--- src/rtl/pool_window_buffer_if.sv ---
`timescale 1ns/1ps
`default_nettype none
// ============================================================================
//  Module   : pool_window_buffer_if
//  Purpose  : Stream bundle for the 2x2 pooling window buffer.
//             Input side : in_valid / in_ready / in_pixel (row-major pixels)
//             Output side: win_valid / win_ready / win_p00..win_p11 / win_last
//             master = producer of pixels and consumer of windows
//             slave  = the window buffer itself
//  Revision : 1.0  initial release
// ============================================================================
interface pool_window_buffer_if #(
  parameter int W = 16
);
  logic         in_valid;
  logic         in_ready;
  logic [W-1:0] in_pixel;
  logic         win_valid;
  logic         win_ready;
  logic [W-1:0] win_p00;
  logic [W-1:0] win_p01;
  logic [W-1:0] win_p10;
  logic [W-1:0] win_p11;
  logic         win_last;

  modport master (
    output in_valid, in_pixel, win_ready,
    input  in_ready, win_valid, win_p00, win_p01, win_p10, win_p11, win_last
  );

  modport slave (
    input  in_valid, in_pixel, win_ready,
    output in_ready, win_valid, win_p00, win_p01, win_p10, win_p11, win_last
  );
endinterface
`default_nettype wire

--- src/rtl/pool_window_buffer.sv ---
`timescale 1ns/1ps
`default_nettype none
// ============================================================================
//  Module   : pool_window_buffer
//  Purpose  : Converts a row-major N x N pixel stream into non-overlapping
//             2x2 windows for a downstream pooling stage. Even rows are
//             parked in a one-row line buffer; odd rows pair with it to emit
//             one window per two odd-row pixels.
//  Ports    : clk, rst_n (async, active-low)
//             start  - pulse to begin a map (IDLE only)
//             busy   - high from accepted start until done
//             done   - one-cycle pulse after the last window transfers
//             bus    - pool_window_buffer_if.slave (pixel in / window out)
//  Revision : 1.0  initial release
// ============================================================================
module pool_window_buffer #(
  parameter int N = 28,
  parameter int W = 16
) (
  input  logic                   clk,
  input  logic                   rst_n,
  input  logic                   start,
  output logic                   busy,
  output logic                   done,
  pool_window_buffer_if.slave    bus
);

  localparam int            CW       = $clog2(N);
  localparam logic [CW-1:0] LAST_IDX = CW'(N - 1);
  localparam logic [CW-1:0] ONE      = CW'(1);

  typedef enum logic [1:0] {
    IDLE     = 2'd0,
    EVEN_ROW = 2'd1,
    ODD_ROW  = 2'd2,
    DRAIN    = 2'd3
  } state_t;

  state_t        state_q, state_d;
  logic [CW-1:0] row_q, row_d;
  logic [CW-1:0] col_q, col_d;
  logic [W-1:0]  p00_q, p00_d, p01_q, p01_d, p10_q, p10_d, p11_q, p11_d;
  logic          win_valid_q, win_valid_d;
  logic          win_last_q, win_last_d;
  logic          busy_q, busy_d;
  logic          done_q, done_d;

  // Not reset: only ever read after being rewritten within the current map.
  logic [W-1:0]  line_buf [N];
  logic [W-1:0]  side_q;

  logic          in_ready_w;
  logic          in_xfer;
  logic          out_xfer;
  logic          buf_we;
  logic          side_we;
  logic [CW-1:0] pair_col;

  // In odd rows a pixel may only enter if the single output slot is free or
  // emptying this cycle; that keeps full throughput without an overflow.
  assign in_ready_w = (state_q == EVEN_ROW) ||
                      ((state_q == ODD_ROW) && (!win_valid_q || bus.win_ready));
  assign in_xfer    = bus.in_valid && in_ready_w;
  assign out_xfer   = win_valid_q && bus.win_ready;
  assign pair_col   = col_q & ~ONE;   // left column of the current pair

  always_comb begin
    state_d     = state_q;
    row_d       = row_q;
    col_d       = col_q;
    p00_d       = p00_q;
    p01_d       = p01_q;
    p10_d       = p10_q;
    p11_d       = p11_q;
    win_valid_d = win_valid_q;
    win_last_d  = win_last_q;
    busy_d      = busy_q;
    done_d      = 1'b0;
    buf_we      = 1'b0;
    side_we     = 1'b0;

    // Emptying first; a same-cycle load below overrides it.
    if (out_xfer) begin
      win_valid_d = 1'b0;
      win_last_d  = 1'b0;
    end

    case (state_q)
      IDLE: begin
        if (start) begin
          state_d = EVEN_ROW;
          row_d   = '0;
          col_d   = '0;
          busy_d  = 1'b1;
        end
      end

      EVEN_ROW: begin
        if (in_xfer) begin
          buf_we = 1'b1;
          if (col_q == LAST_IDX) begin
            // row tracks the actual pixel row, so it also steps here
            col_d   = '0;
            row_d   = row_q + ONE;
            state_d = ODD_ROW;
          end else begin
            col_d = col_q + ONE;
          end
        end
      end

      ODD_ROW: begin
        if (in_xfer) begin
          if (!col_q[0]) begin
            side_we = 1'b1;
          end else begin
            p00_d       = line_buf[pair_col];
            p01_d       = line_buf[col_q];
            p10_d       = side_q;
            p11_d       = bus.in_pixel;
            win_valid_d = 1'b1;
            win_last_d  = (row_q == LAST_IDX) && (col_q == LAST_IDX);
          end
          if (col_q == LAST_IDX) begin
            col_d = '0;
            if (row_q == LAST_IDX) begin
              state_d = DRAIN;
            end else begin
              row_d   = row_q + ONE;
              state_d = EVEN_ROW;
            end
          end else begin
            col_d = col_q + ONE;
          end
        end
      end

      DRAIN: begin
        // Only the final window can be held here.
        if (out_xfer && win_last_q) begin
          done_d  = 1'b1;
          busy_d  = 1'b0;
          state_d = IDLE;
        end
      end

      default: state_d = IDLE;
    endcase
  end

  always_ff @(posedge clk or negedge rst_n) begin
    if (!rst_n) begin
      state_q     <= IDLE;
      row_q       <= '0;
      col_q       <= '0;
      p00_q       <= '0;
      p01_q       <= '0;
      p10_q       <= '0;
      p11_q       <= '0;
      win_valid_q <= 1'b0;
      win_last_q  <= 1'b0;
      busy_q      <= 1'b0;
      done_q      <= 1'b0;
    end else begin
      state_q     <= state_d;
      row_q       <= row_d;
      col_q       <= col_d;
      p00_q       <= p00_d;
      p01_q       <= p01_d;
      p10_q       <= p10_d;
      p11_q       <= p11_d;
      win_valid_q <= win_valid_d;
      win_last_q  <= win_last_d;
      busy_q      <= busy_d;
      done_q      <= done_d;
    end
  end

  always_ff @(posedge clk) begin
    if (buf_we)  line_buf[col_q] <= bus.in_pixel;
    if (side_we) side_q          <= bus.in_pixel;
  end

  assign bus.in_ready  = in_ready_w;
  assign bus.win_valid = win_valid_q;
  assign bus.win_last  = win_last_q;
  assign bus.win_p00   = p00_q;
  assign bus.win_p01   = p01_q;
  assign bus.win_p10   = p10_q;
  assign bus.win_p11   = p11_q;
  assign busy          = busy_q;
  assign done          = done_q;

endmodule
`default_nettype wire

--- src/flat_wrapper.sv ---
// flat-port wrapper written by rule: the top's interface ports become plain ports
module pool_window_buffer_flat 
#(
  parameter int N = 28,
  parameter int W = 16
)
  (clk, rst_n, start, busy, done, bus_in_valid, bus_in_pixel, bus_win_ready, bus_in_ready, bus_win_valid, bus_win_p00, bus_win_p01, bus_win_p10, bus_win_p11, bus_win_last);
  pool_window_buffer_if #(.W(W)) bus_i ();
  input  logic clk;
  input  logic rst_n;
  input  logic start;
  output logic busy;
  output logic done;
  input wire logic [$bits(bus_i.in_valid)-1:0] bus_in_valid;
  input wire logic [$bits(bus_i.in_pixel)-1:0] bus_in_pixel;
  input wire logic [$bits(bus_i.win_ready)-1:0] bus_win_ready;
  output wire logic [$bits(bus_i.in_ready)-1:0] bus_in_ready;
  output wire logic [$bits(bus_i.win_valid)-1:0] bus_win_valid;
  output wire logic [$bits(bus_i.win_p00)-1:0] bus_win_p00;
  output wire logic [$bits(bus_i.win_p01)-1:0] bus_win_p01;
  output wire logic [$bits(bus_i.win_p10)-1:0] bus_win_p10;
  output wire logic [$bits(bus_i.win_p11)-1:0] bus_win_p11;
  output wire logic [$bits(bus_i.win_last)-1:0] bus_win_last;
  assign bus_i.in_valid = bus_in_valid;
  assign bus_i.in_pixel = bus_in_pixel;
  assign bus_i.win_ready = bus_win_ready;
  assign bus_in_ready = bus_i.in_ready;
  assign bus_win_valid = bus_i.win_valid;
  assign bus_win_p00 = bus_i.win_p00;
  assign bus_win_p01 = bus_i.win_p01;
  assign bus_win_p10 = bus_i.win_p10;
  assign bus_win_p11 = bus_i.win_p11;
  assign bus_win_last = bus_i.win_last;
  pool_window_buffer #(.N(N), .W(W)) u_core (.clk(clk), .rst_n(rst_n), .start(start), .busy(busy), .done(done), .bus(bus_i));
endmodule
--- config.mk ---
export PLATFORM = sky130hd
export DESIGN_NAME = pool_window_buffer_flat
export DESIGN_NICKNAME = d
export VERILOG_FILES = /design/src/rtl/pool_window_buffer_if.sv /design/src/rtl/pool_window_buffer.sv /design/src/flat_wrapper.sv
export SDC_FILE = /design/constraint.sdc
export NUM_CORES = 1
export LEC_CHECK = 0
export ABC_CLOCK_PERIOD_IN_PS = 8300
export BUFFER_PORTS_ARGS = -buffer_cell sky130_fd_sc_hd__buf_2
export CORE_UTILIZATION = 65
export DETAILED_ROUTE_END_ITERATION = 8
export PLACE_DENSITY = 0.83
export SYNTH_ARGS = -nofsm -noshare
export SYNTH_HDL_FRONTEND = slang
export SYNTH_SLANG_ARGS = --single-unit
--- constraint.sdc ---
create_clock -name clk -period 8.3 [get_ports clk]
set_clock_uncertainty 0.2 [all_clocks]
set_input_delay 1.245 -clock clk [delete_from_list [all_inputs] [get_ports clk]]
set_output_delay 1.245 -clock clk [all_outputs]
set_load 0.03 [all_outputs]
==> results.json <==
{
  "status": "completed",
  "grt.overflow.total": 0,
  "grt_pass1_wl_mm": 86.31,
  "grt_pass1_vias": 13074,
  "num_io_pins": 90,
  "first_iter_violations": 1921,
  "pwr_density_cell_nw_per_um2": 221.4,
  "layout.nets": 1384,
  "peakVddDrop_mv": 0.1934,
  "synth_area_leaders": "edfxtp_1 (63%), mux4_2 (12%), dfrtp_1 (9.0%)",
  "postLayoutCoreUtil": 0.7434,
  "yosysWarnings": 0,
  "grt_usage": 0.3471,
  "numClockSinks": 544,
  "ff2ff_setup_slack_ns": 4.55,
  "synth_area_per_cell_um2": 17.84,
  "via_per_inst": 7.161,
  "dpl.cell_count": 1746,
  "clk_pin_slew_ns": 0.06,
  "worstSetupStartpoint": "u_core.col_q[1]",
  "dr.pass1.iters": 6,
  "max_freq_mhz": 266.9,
  "critPathKind": "flip-flop to flip-flop",
  "hold_buffers": 0,
  "setup_viol": 0,
  "synth_edf_count": 464,
  "dieArea_um2": 34790,
  "r2r-end": "u_core.line_buf[2][6]",
  "crit_path_max_fanout": 117,
  "critPathRequiredTime_ns": 8.38,
  "instances_no_fill": 1848,
  "layout-drive-gt1-share": 0.2682,
  "grt_use_met3": 0.09272,
  "use_met2": 0.5369,
  "routed_wl_mm": 58.98,
  "worstHoldPathCells": 2,
  "fp-row-count": 67,
  "fin_crit_ns": 3.747,
  "routed-via-count": 13233,
  "fin_crit_sh": 0.4515,
  "async_flop_share": 0.1471,
  "cap_violations": 0,
  "r2r_start": "u_core.col_q[1]",
  "synth_nets": 1272,
  "remaining_drc_errors": 0,
  "ys_ff_latch": 544,
  "ys.flop_type": "edfxtp_1",
  "end_kind": "flip-flop",
  "yosys.area.top_type": "edfxtp_1",
  "clk_latency_ns": 0.60,
  "finalWorstSetupSlack_ns": 4.553,
  "fp.dieH_um": 186.5,
  "pre_cts_ws_ns": 4.589,
  "grt_start_max_net_pins": 118,
  "area_growth_syn_to_layout_pct": 12.62,
  "ys_seq_area_frac": 0.7200,
  "start_kind": "flip-flop",
  "htreeDepth": 2,
  "setup_tns_ns": 0,
  "ys_types": 52,
  "relSlewSlack": 0.1957,
  "hold_path_class": "flip-flop to flip-flop",
  "place_congestion": 0.8856,
  "cts_tree": "built",
  "timing.hold.ws_ns": 0.2386,
  "port_buffers": 89,
  "cp.arrival_ns": 3.83,
  "mostFrequentLayoutCell": "edfxtp_1",
  "holdPathEnd": "u_core.bus.win_p10[13]",
  "worst_pin_slew_ns": 1.200,
  "die_w_um": 186.5,
  "finalHoldViolations": 0,
  "postCtsSetupBuffers": 0,
  "antenna_found_initial": 2,
  "fp.coreArea_um2": 33530,
  "synth.cell_area_um2": 22130,
  "hp-start": "u_core.side_q[13]",
  "use_met1": 0.4670,
  "cts_resized": 0,
  "synth_cells": 1241,
  "cts_root_buffer": "clkbuf_16",
  "synth_top_area_share": 0.6295,
  "initial_core_util": 0.6601,
  "top_usage_layer": "met2",
  "numCtsBuffers": 53,
  "clock_path_buffers": 3,
  "rsz0062_at_grt": "false",
  "layout_common_cells": "edfxtp_1 (464), nand2_1 (152), mux4_2 (119)",
  "detail-route-antenna-nets": 0,
  "dpl.hpwl_mm": 34.22,
  "r2r.worst_path.cells": 5,
  "leakagePower_nw": 8.511,
  "wire_per_inst_um": 31.92,
  "slew_viol_final": 0
}
-- critical path, cell delays in order, from the launching register on --
cell and delay [ns]:
dfrtp_4 1.00, buf_12 0.62, ha_1 0.29, nand3_1 0.34, nor2_2 0.53, buf_4 0.34
-- worst max-delay path by stage --
stage | end | slack, ns | cells after the start
after floorplan | u_core.side_q[0] | 4.79 | 4
after global placement | u_core.line_buf[6][10] | 4.69 | 5
after detailed placement | u_core.line_buf[2][8] | 4.59 | 5
after CTS | u_core.line_buf[2][14] | 4.53 | 5
after global routing | u_core.line_buf[6][3] | 4.38 | 5
final | u_core.line_buf[2][6] | 4.55 | 5
-- synthesized netlist by cell type, types with 10 or more instances --
| cell type | n |
|---|---|
| clkbuf_1 | 13 |
| a31oi_1 | 19 |
| buf_1 | 11 |
| buf_2 | 21 |
| mux4_2 | 119 |
| nand3_1 | 18 |
| o21ai_1 | 13 |
| inv_1 | 10 |
| a221oi_1 | 15 |
| buf_6 | 11 |
| a22o_1 | 11 |
| ha_1 | 10 |
| nand2_1 | 152 |
| a21oi_1 | 15 |
| o22ai_1 | 15 |
| buf_4 | 16 |
| mux2i_1 | 70 |
| edfxtp_1 | 464 |
| nor2_1 | 60 |
| o21ai_0 | 14 |
| dfrtp_1 | 80 |
-- cells by family after synthesis --
logic type	count (synthesis)	synth area share
flops	544	0.7200
buf+inv	82	0.02154
compound gates	134	0.04200
simple gates	270	0.05184
fa+ha+maj	10	0.005653
mux	201	0.1590
-- report_power, final --
group	switching (mW)	internal [mW]
Clock	1.04	1.46
Combinational	0.0518	0.00385
Sequential	0	2.97
-- registers in the layout (all words and copies together), names as in the netlist --
name                  cells
u_core.bus.win_last       1
u_core.bus.win_p00       16
u_core.bus.win_p01       16
u_core.bus.win_p10       16
u_core.bus.win_p11       16
u_core.bus.win_valid      1
u_core.busy               1
u_core.col_q              5
u_core.done               1
u_core.line_buf         448
u_core.row_q              5
u_core.side_q            16
u_core.state_q            2
-- area by class of cell --
| class | count | area (um^2) |
|---|---|---|
| clock inverters | 29 | 357.8 |
| well taps | 448 | 560.5 |
| multi-input cells | 615 | 5803 |
| fillers | 1860 | 8606 |
| inverters | 10 | 37.54 |
| repair buffers | 129 | 760.7 |
| clock buffers | 71 | 1455 |
| diodes | 2 | 5.005 |
| flip-flops and latches | 544 | 15950 |
-- stage by stage --
stage                     total power [mW]  area (um^2)
after floorplan                      3.026        22130
after CTS                            5.528        24920
after global placement               3.077        23110
after global routing                 5.634        24920
after detailed placement             3.079        23110
final                                5.518        24930
-- layer usage --
layer  part of all wire  vias to the layer above
met1               0.34                     6604
met4              0.055                        0
li1                   -                     5167
met3               0.14                      230
met2               0.47                     1232
met5                  0                        -
Note: power is estimated with default switching activity, not from simulation.
